--- src/rtl/frame_filler_if.sv ---
// frame_filler_if: fill-command handshake plus DDR address/write-data FIFO push ports
interface frame_filler_if;
    logic         valid;
    logic [23:0]  color;
    logic [31:0]  frame;
    logic         ready;
    logic         af_full;
    logic         af_wr_en;
    logic [30:0]  af_addr_din;
    logic         wdf_full;
    logic         wdf_wr_en;
    logic [127:0] wdf_data_din;
    logic [15:0]  wdf_mask_din;
    modport master (
        output valid, color, frame, af_full, wdf_full,
        input  ready, af_wr_en, af_addr_din, wdf_wr_en, wdf_data_din, wdf_mask_din
    );
    modport slave (
        input  valid, color, frame, af_full, wdf_full,
        output ready, af_wr_en, af_addr_din, wdf_wr_en, wdf_data_din, wdf_mask_din
    );
endinterface

--- src/rtl/frame_filler.sv ---
// frame_filler: paints a whole frame buffer one colour with 8-pixel DDR write bursts
module frame_filler #(
    parameter int WIDTH  = 800,
    parameter int HEIGHT = 600
) (
    input logic           clk,
    input logic           rst,
    frame_filler_if.slave bus
);
    localparam logic [6:0] BX_LAST = 7'(WIDTH / 8 - 1);
    localparam logic [9:0] Y_LAST  = 10'(HEIGHT - 1);
    typedef enum logic [1:0] {IDLE, WR1, WR2, DONE} state_t;
    state_t      state;
    logic [23:0] color_q;
    logic [5:0]  frame_q;
    logic [6:0]  bx;
    logic [9:0]  y;
    logic        last;
    assign last = bx == BX_LAST && y == Y_LAST;
    // fill sequencer: two cycles per burst, x tracked as burst index (x = bx*8)
    always_ff @(posedge clk) begin
        if (rst) begin
            state   <= IDLE;
            color_q <= '0;
            frame_q <= '0;
            bx      <= '0;
            y       <= '0;
        end else begin
            case (state)
                IDLE: if (bus.valid) begin
                    color_q <= bus.color;
                    frame_q <= bus.frame[27:22];
                    bx      <= '0;
                    y       <= '0;
                    state   <= WR1;
                end
                WR1: if (!bus.af_full && !bus.wdf_full) state <= WR2;
                WR2: if (!bus.wdf_full) begin
                    if (last) state <= DONE;
                    else begin
                        state <= WR1;
                        bx    <= bx == BX_LAST ? 7'd0 : bx + 7'd1;
                        y     <= bx == BX_LAST ? y + 10'd1 : y;
                    end
                end
                default: state <= IDLE;
            endcase
        end
    end
    // FIFO strobes follow state and backpressure; address and first data word always pushed together
    always_comb begin
        bus.ready        = state == IDLE;
        bus.af_wr_en     = state == WR1 && !bus.af_full && !bus.wdf_full;
        bus.wdf_wr_en    = bus.af_wr_en || (state == WR2 && !bus.wdf_full);
        bus.af_addr_din  = {6'b0, frame_q, y, bx, 2'b00};
        bus.wdf_data_din = {4{8'h00, color_q}};
        bus.wdf_mask_din = 16'h0000;
    end
endmodule

--- src/flat_wrapper.sv ---
// flat-port wrapper written by rule: the top's interface ports become plain ports
module frame_filler_flat 
#(
    parameter int WIDTH  = 800,
    parameter int HEIGHT = 600
)
  (clk, rst, bus_valid, bus_color, bus_frame, bus_af_full, bus_wdf_full, bus_ready, bus_af_wr_en, bus_af_addr_din, bus_wdf_wr_en, bus_wdf_data_din, bus_wdf_mask_din);
  frame_filler_if bus_i ();
  input logic clk;
  input logic rst;
  input wire logic [$bits(bus_i.valid)-1:0] bus_valid;
  input wire logic [$bits(bus_i.color)-1:0] bus_color;
  input wire logic [$bits(bus_i.frame)-1:0] bus_frame;
  input wire logic [$bits(bus_i.af_full)-1:0] bus_af_full;
  input wire logic [$bits(bus_i.wdf_full)-1:0] bus_wdf_full;
  output wire logic [$bits(bus_i.ready)-1:0] bus_ready;
  output wire logic [$bits(bus_i.af_wr_en)-1:0] bus_af_wr_en;
  output wire logic [$bits(bus_i.af_addr_din)-1:0] bus_af_addr_din;
  output wire logic [$bits(bus_i.wdf_wr_en)-1:0] bus_wdf_wr_en;
  output wire logic [$bits(bus_i.wdf_data_din)-1:0] bus_wdf_data_din;
  output wire logic [$bits(bus_i.wdf_mask_din)-1:0] bus_wdf_mask_din;
  assign bus_i.valid = bus_valid;
  assign bus_i.color = bus_color;
  assign bus_i.frame = bus_frame;
  assign bus_i.af_full = bus_af_full;
  assign bus_i.wdf_full = bus_wdf_full;
  assign bus_ready = bus_i.ready;
  assign bus_af_wr_en = bus_i.af_wr_en;
  assign bus_af_addr_din = bus_i.af_addr_din;
  assign bus_wdf_wr_en = bus_i.wdf_wr_en;
  assign bus_wdf_data_din = bus_i.wdf_data_din;
  assign bus_wdf_mask_din = bus_i.wdf_mask_din;
  frame_filler #(.WIDTH(WIDTH), .HEIGHT(HEIGHT)) u_core (.clk(clk), .rst(rst), .bus(bus_i));
endmodule
--- config.mk ---
export PLATFORM = sky130hd
export DESIGN_NAME = frame_filler_flat
export DESIGN_NICKNAME = d
export VERILOG_FILES = /design/src/rtl/frame_filler_if.sv /design/src/rtl/frame_filler.sv /design/src/flat_wrapper.sv
export SDC_FILE = /design/constraint.sdc
export NUM_CORES = 1
export LEC_CHECK = 0
export CORE_MARGIN = 2
export CORE_UTILIZATION = 36
export DETAILED_ROUTE_END_ITERATION = 6
export PLACE_DENSITY = 0.87
export SLEW_MARGIN = 20
export SYNTH_ARGS = -nofsm -noshare
export SYNTH_HDL_FRONTEND = slang
export SYNTH_SLANG_ARGS = --single-unit
--- constraint.sdc ---
create_clock -name clk -period 2.7 [get_ports clk]
set_input_delay 0.27 -clock clk [delete_from_list [all_inputs] [get_ports clk]]
set_output_delay 0.27 -clock clk [all_outputs]
set_load 0.01 [all_outputs]
==> run_results.csv <==
group,metric,value,unit
yosys,synth_fa_ha_area_frac,0.00821,
sta,setup_viol,0,
sta,min_period,2240,ps
yosys,syn_area,3050,µm²
die,core-area,8220,µm²
grt,gr-usage-all-layers,0.150,
place,place_inst,568,
run_status,status,"completed",
clock_tree,cts.clk_slew.worst_paths,100,ps
die,row_count,33,
grt,grt_pass1_wl,11000,µm
final_layout,layout-drive-gt1-share,0.0361,
yosys,netlist_top_cells_count,"buf_4, nand2_1, dfxtp_1",
grt,antenna_found_initial,0,
final_layout,diodes,0,
clock_tree,cts_buffer_depth,2,
sta,period_share,0.830,
yosys,synth-seq-cells,49,
detailed_routing,ant_nets,0,
power,p_leak,1.50,nW
clock_tree,tritoncts,"yes",
detailed_routing,wl_met3,620,µm
die,boundaryPins,239,
final_layout,fin_cells,576,
power,power_density,433,nW/µm²
sta,tightestPinTransition,754,ps
setup_path,crit_type,"register to register",
setup_path,worst_setup_path_end_kind,"register",
die,die_h,96.0,µm
yosys,yosysSeqAreaShare,0.322,
detailed_routing,via_count,2637,
sta,fin_skew,9.94,ps
grt,grt_max_degree,37,
detailed_routing,wl_per_cell,13.3,µm
setup_path,reg2reg_depth,4,
setup_path,endpoint,"u_core.y[8]$_SDFFE_PP0P_",
detailed_routing,top_layer,"met4",
setup_path,required,2920,ps
clock_tree,numClockSinks,49,
yosys,ys.flop_type,"dfxtp_1",
power,ir_drop,0.196,mV
clock_tree,htree_levels,2,
setup_path,startpoint,"u_core.y[6]$_SDFFE_PP0P_",
setup_path,worstSetupStartpointType,"register",
clock_tree,cts_made_buffers,5,
yosys,synth_edf_count,0,
grt,first_global_vias,2227,
yosys,synth_mux_area_frac,0.00328,
yosys,synth_warnings,0,
setup_path,r2r-end,"u_core.y[8]$_SDFFE_PP0P_",
sta,relSlewSlack,0.493,
yosys,synth_cells,391,
yosys,synth_xor_area_frac,0.0144,
setup_path,r2r-start,"u_core.y[6]$_SDFFE_PP0P_",
setup_path,r2r_slack,460,ps
clock_tree,cts_setup_buffers,0,
final_layout,syn_to_final_growth,33.6,%
yosys,synthSimpleGateAreaFrac,0.184,
yosys,ys_async_sr_fraction,0,
sta,fmax,446,MHz
setup_path,path_max_fanout,14,
grt,grt-ovfl-total,0,
detailed_routing,vias_per_cell,4.58,
sta,finalSetupTns,0,ps
flow_run,cap_violations,0,
detailed_routing,first_pass_iters,5,
detailed_routing,initialDrtViolationCount,73,
yosys,synthTopCellsByArea,"dfxtp_1, buf_4, nand2_1",
clock_tree,cts-resized-gates,0,
yosys,syn_area_per_cell,7.80,µm²
yosys,synth_compound_area_frac,0.120,
place,dpl.hpwl,5870,µm
detailed_routing,post-route-drc-count,0,
detailed_routing,wl_met1,2930,µm
sta,slew_violations,0,
detailed_routing,wl_met2,4020,µm
die,start_util,0.371,
sta,hold_viol_final,0,
detailed_routing,wl,7640,µm
min_path,hold_path_class,"register to register",
yosys,yosysMostFrequentCell,"buf_4",
yosys,synth_top_family_by_area,"buffers and inverters",
sta,rsz0062_at_grt,"no",
die,die_x,96.0,µm
final_layout,fin_nets,533,
clock_tree,clkLatencyLatePin,300,ps
yosys,synth_top_area_share,0.322,
setup_path,arrival,2460,ps
yosys,synth_top_cell_by_area,"dfxtp_1",
clock_tree,cts_hold_buf,0,
place,gp_congestion,0.860,
place,portBuffers,156,
yosys,yosysUniqueCellTypes,46,
clock_tree,cts_root_buf,"clkbuf_8",
die,die-area,9220,µm²
-- layout by cell type (no fill, tap or decap), types with 2 or more instances in the layout --
master	count
or3_1	2
a31oi_1	6
inv_1	8
and2_1	2
xnor2_1	4
nor4_1	3
conb_1	56
dfxtp_1	49
nor4b_1	2
a21oi_1	37
o21ai_0	6
nand2_1	72
clkbuf_8	6
buf_4	4
nand4b_1	2
nor2b_1	2
o211ai_2	2
o211ai_1	2
ha_1	2
nand4_1	4
nand3_1	9
nor2_1	11
clkdlybuf4s50_1	156
-- per-stage QoR --
stage / hold slack (ps) / power, W / setup slack, ps / cell area, µm² / utilization
final: 462 / 0.00176 / 460 / 4070 / 0.496
after global routing: 486 / 0.00186 / 320 / 4070 / 0.496
after CTS: 464 / 0.00179 / 475 / 4070 / 0.496
after detailed placement: 450 / 0.00124 / 309 / 3950 / 0.481
after global placement: 443 / 0.00123 / 399 / 3950 / 0.481
after floorplan: 406 / 0.00112 / 773 / 3250 / -
-- cell type report --
cell class	instances	area (µm²)
flip-flops and latches	49	981
repair buffers	160	1590
clock buffers	6	82.6
fillers	753	4150
inverters	8	30.0
multi-input cells	246	1220
clock inverters	2	37.5
well taps	105	131
-- state kept, by name (all words and copies together) (netlist names) --
register and count:
u_core.bx 7, u_core.y 10, u_core.frame_q 6, u_core.state 2, u_core.color_q 24
-- power by group --
part	internal (W)	switching (W)
registers	0.000753	0.0000381
clock network	0.000301	0.000245
logic	0.000228	0.000199
total	0.00128	0.000481
-- metal layers --
layer / vias to the layer above / track usage
li1: 1260 / -
met1: 1239 / 0.176
met2: 132 / 0.273
met3: 6 / 0.0376
met4: 0 / 0.0369
met5: - / 0
-- critical path, cell delays in order (launching register included) --
cell and delay, ps:
dfxtp_1 470, or3b_1 390, or3_1 500, a311o_1 550, o221ai_1 250
-- cell families after synthesis --
| logic type | Yosys count |
|---|---|
| mux | 1 |
| fa+ha+maj | 2 |
| simple gates | 120 |
| xor+xnor | 5 |
| flops | 49 |
| buf+inv | 151 |
| other cells | 1 |
| compound gates | 62 |
-- worst min-delay path by stage --
stage                                   startpoint                             end  slack, ps  depth (start not counted)
floorplan                            bus_frame[22]  u_core.frame_q[0]$_SDFFE_PP0P_        410                          2
global placement    u_core.frame_q[4]$_SDFFE_PP0P_  u_core.frame_q[4]$_SDFFE_PP0P_        440                          2
detailed placement  u_core.frame_q[4]$_SDFFE_PP0P_  u_core.frame_q[4]$_SDFFE_PP0P_        450                          2
CTS                 u_core.frame_q[4]$_SDFFE_PP0P_  u_core.frame_q[4]$_SDFFE_PP0P_        460                          2
global route        u_core.frame_q[0]$_SDFFE_PP0P_  u_core.frame_q[0]$_SDFFE_PP0P_        490                          2
finish              u_core.frame_q[4]$_SDFFE_PP0P_  u_core.frame_q[4]$_SDFFE_PP0P_        460                          2
Power figures use the tool's default switching activity.
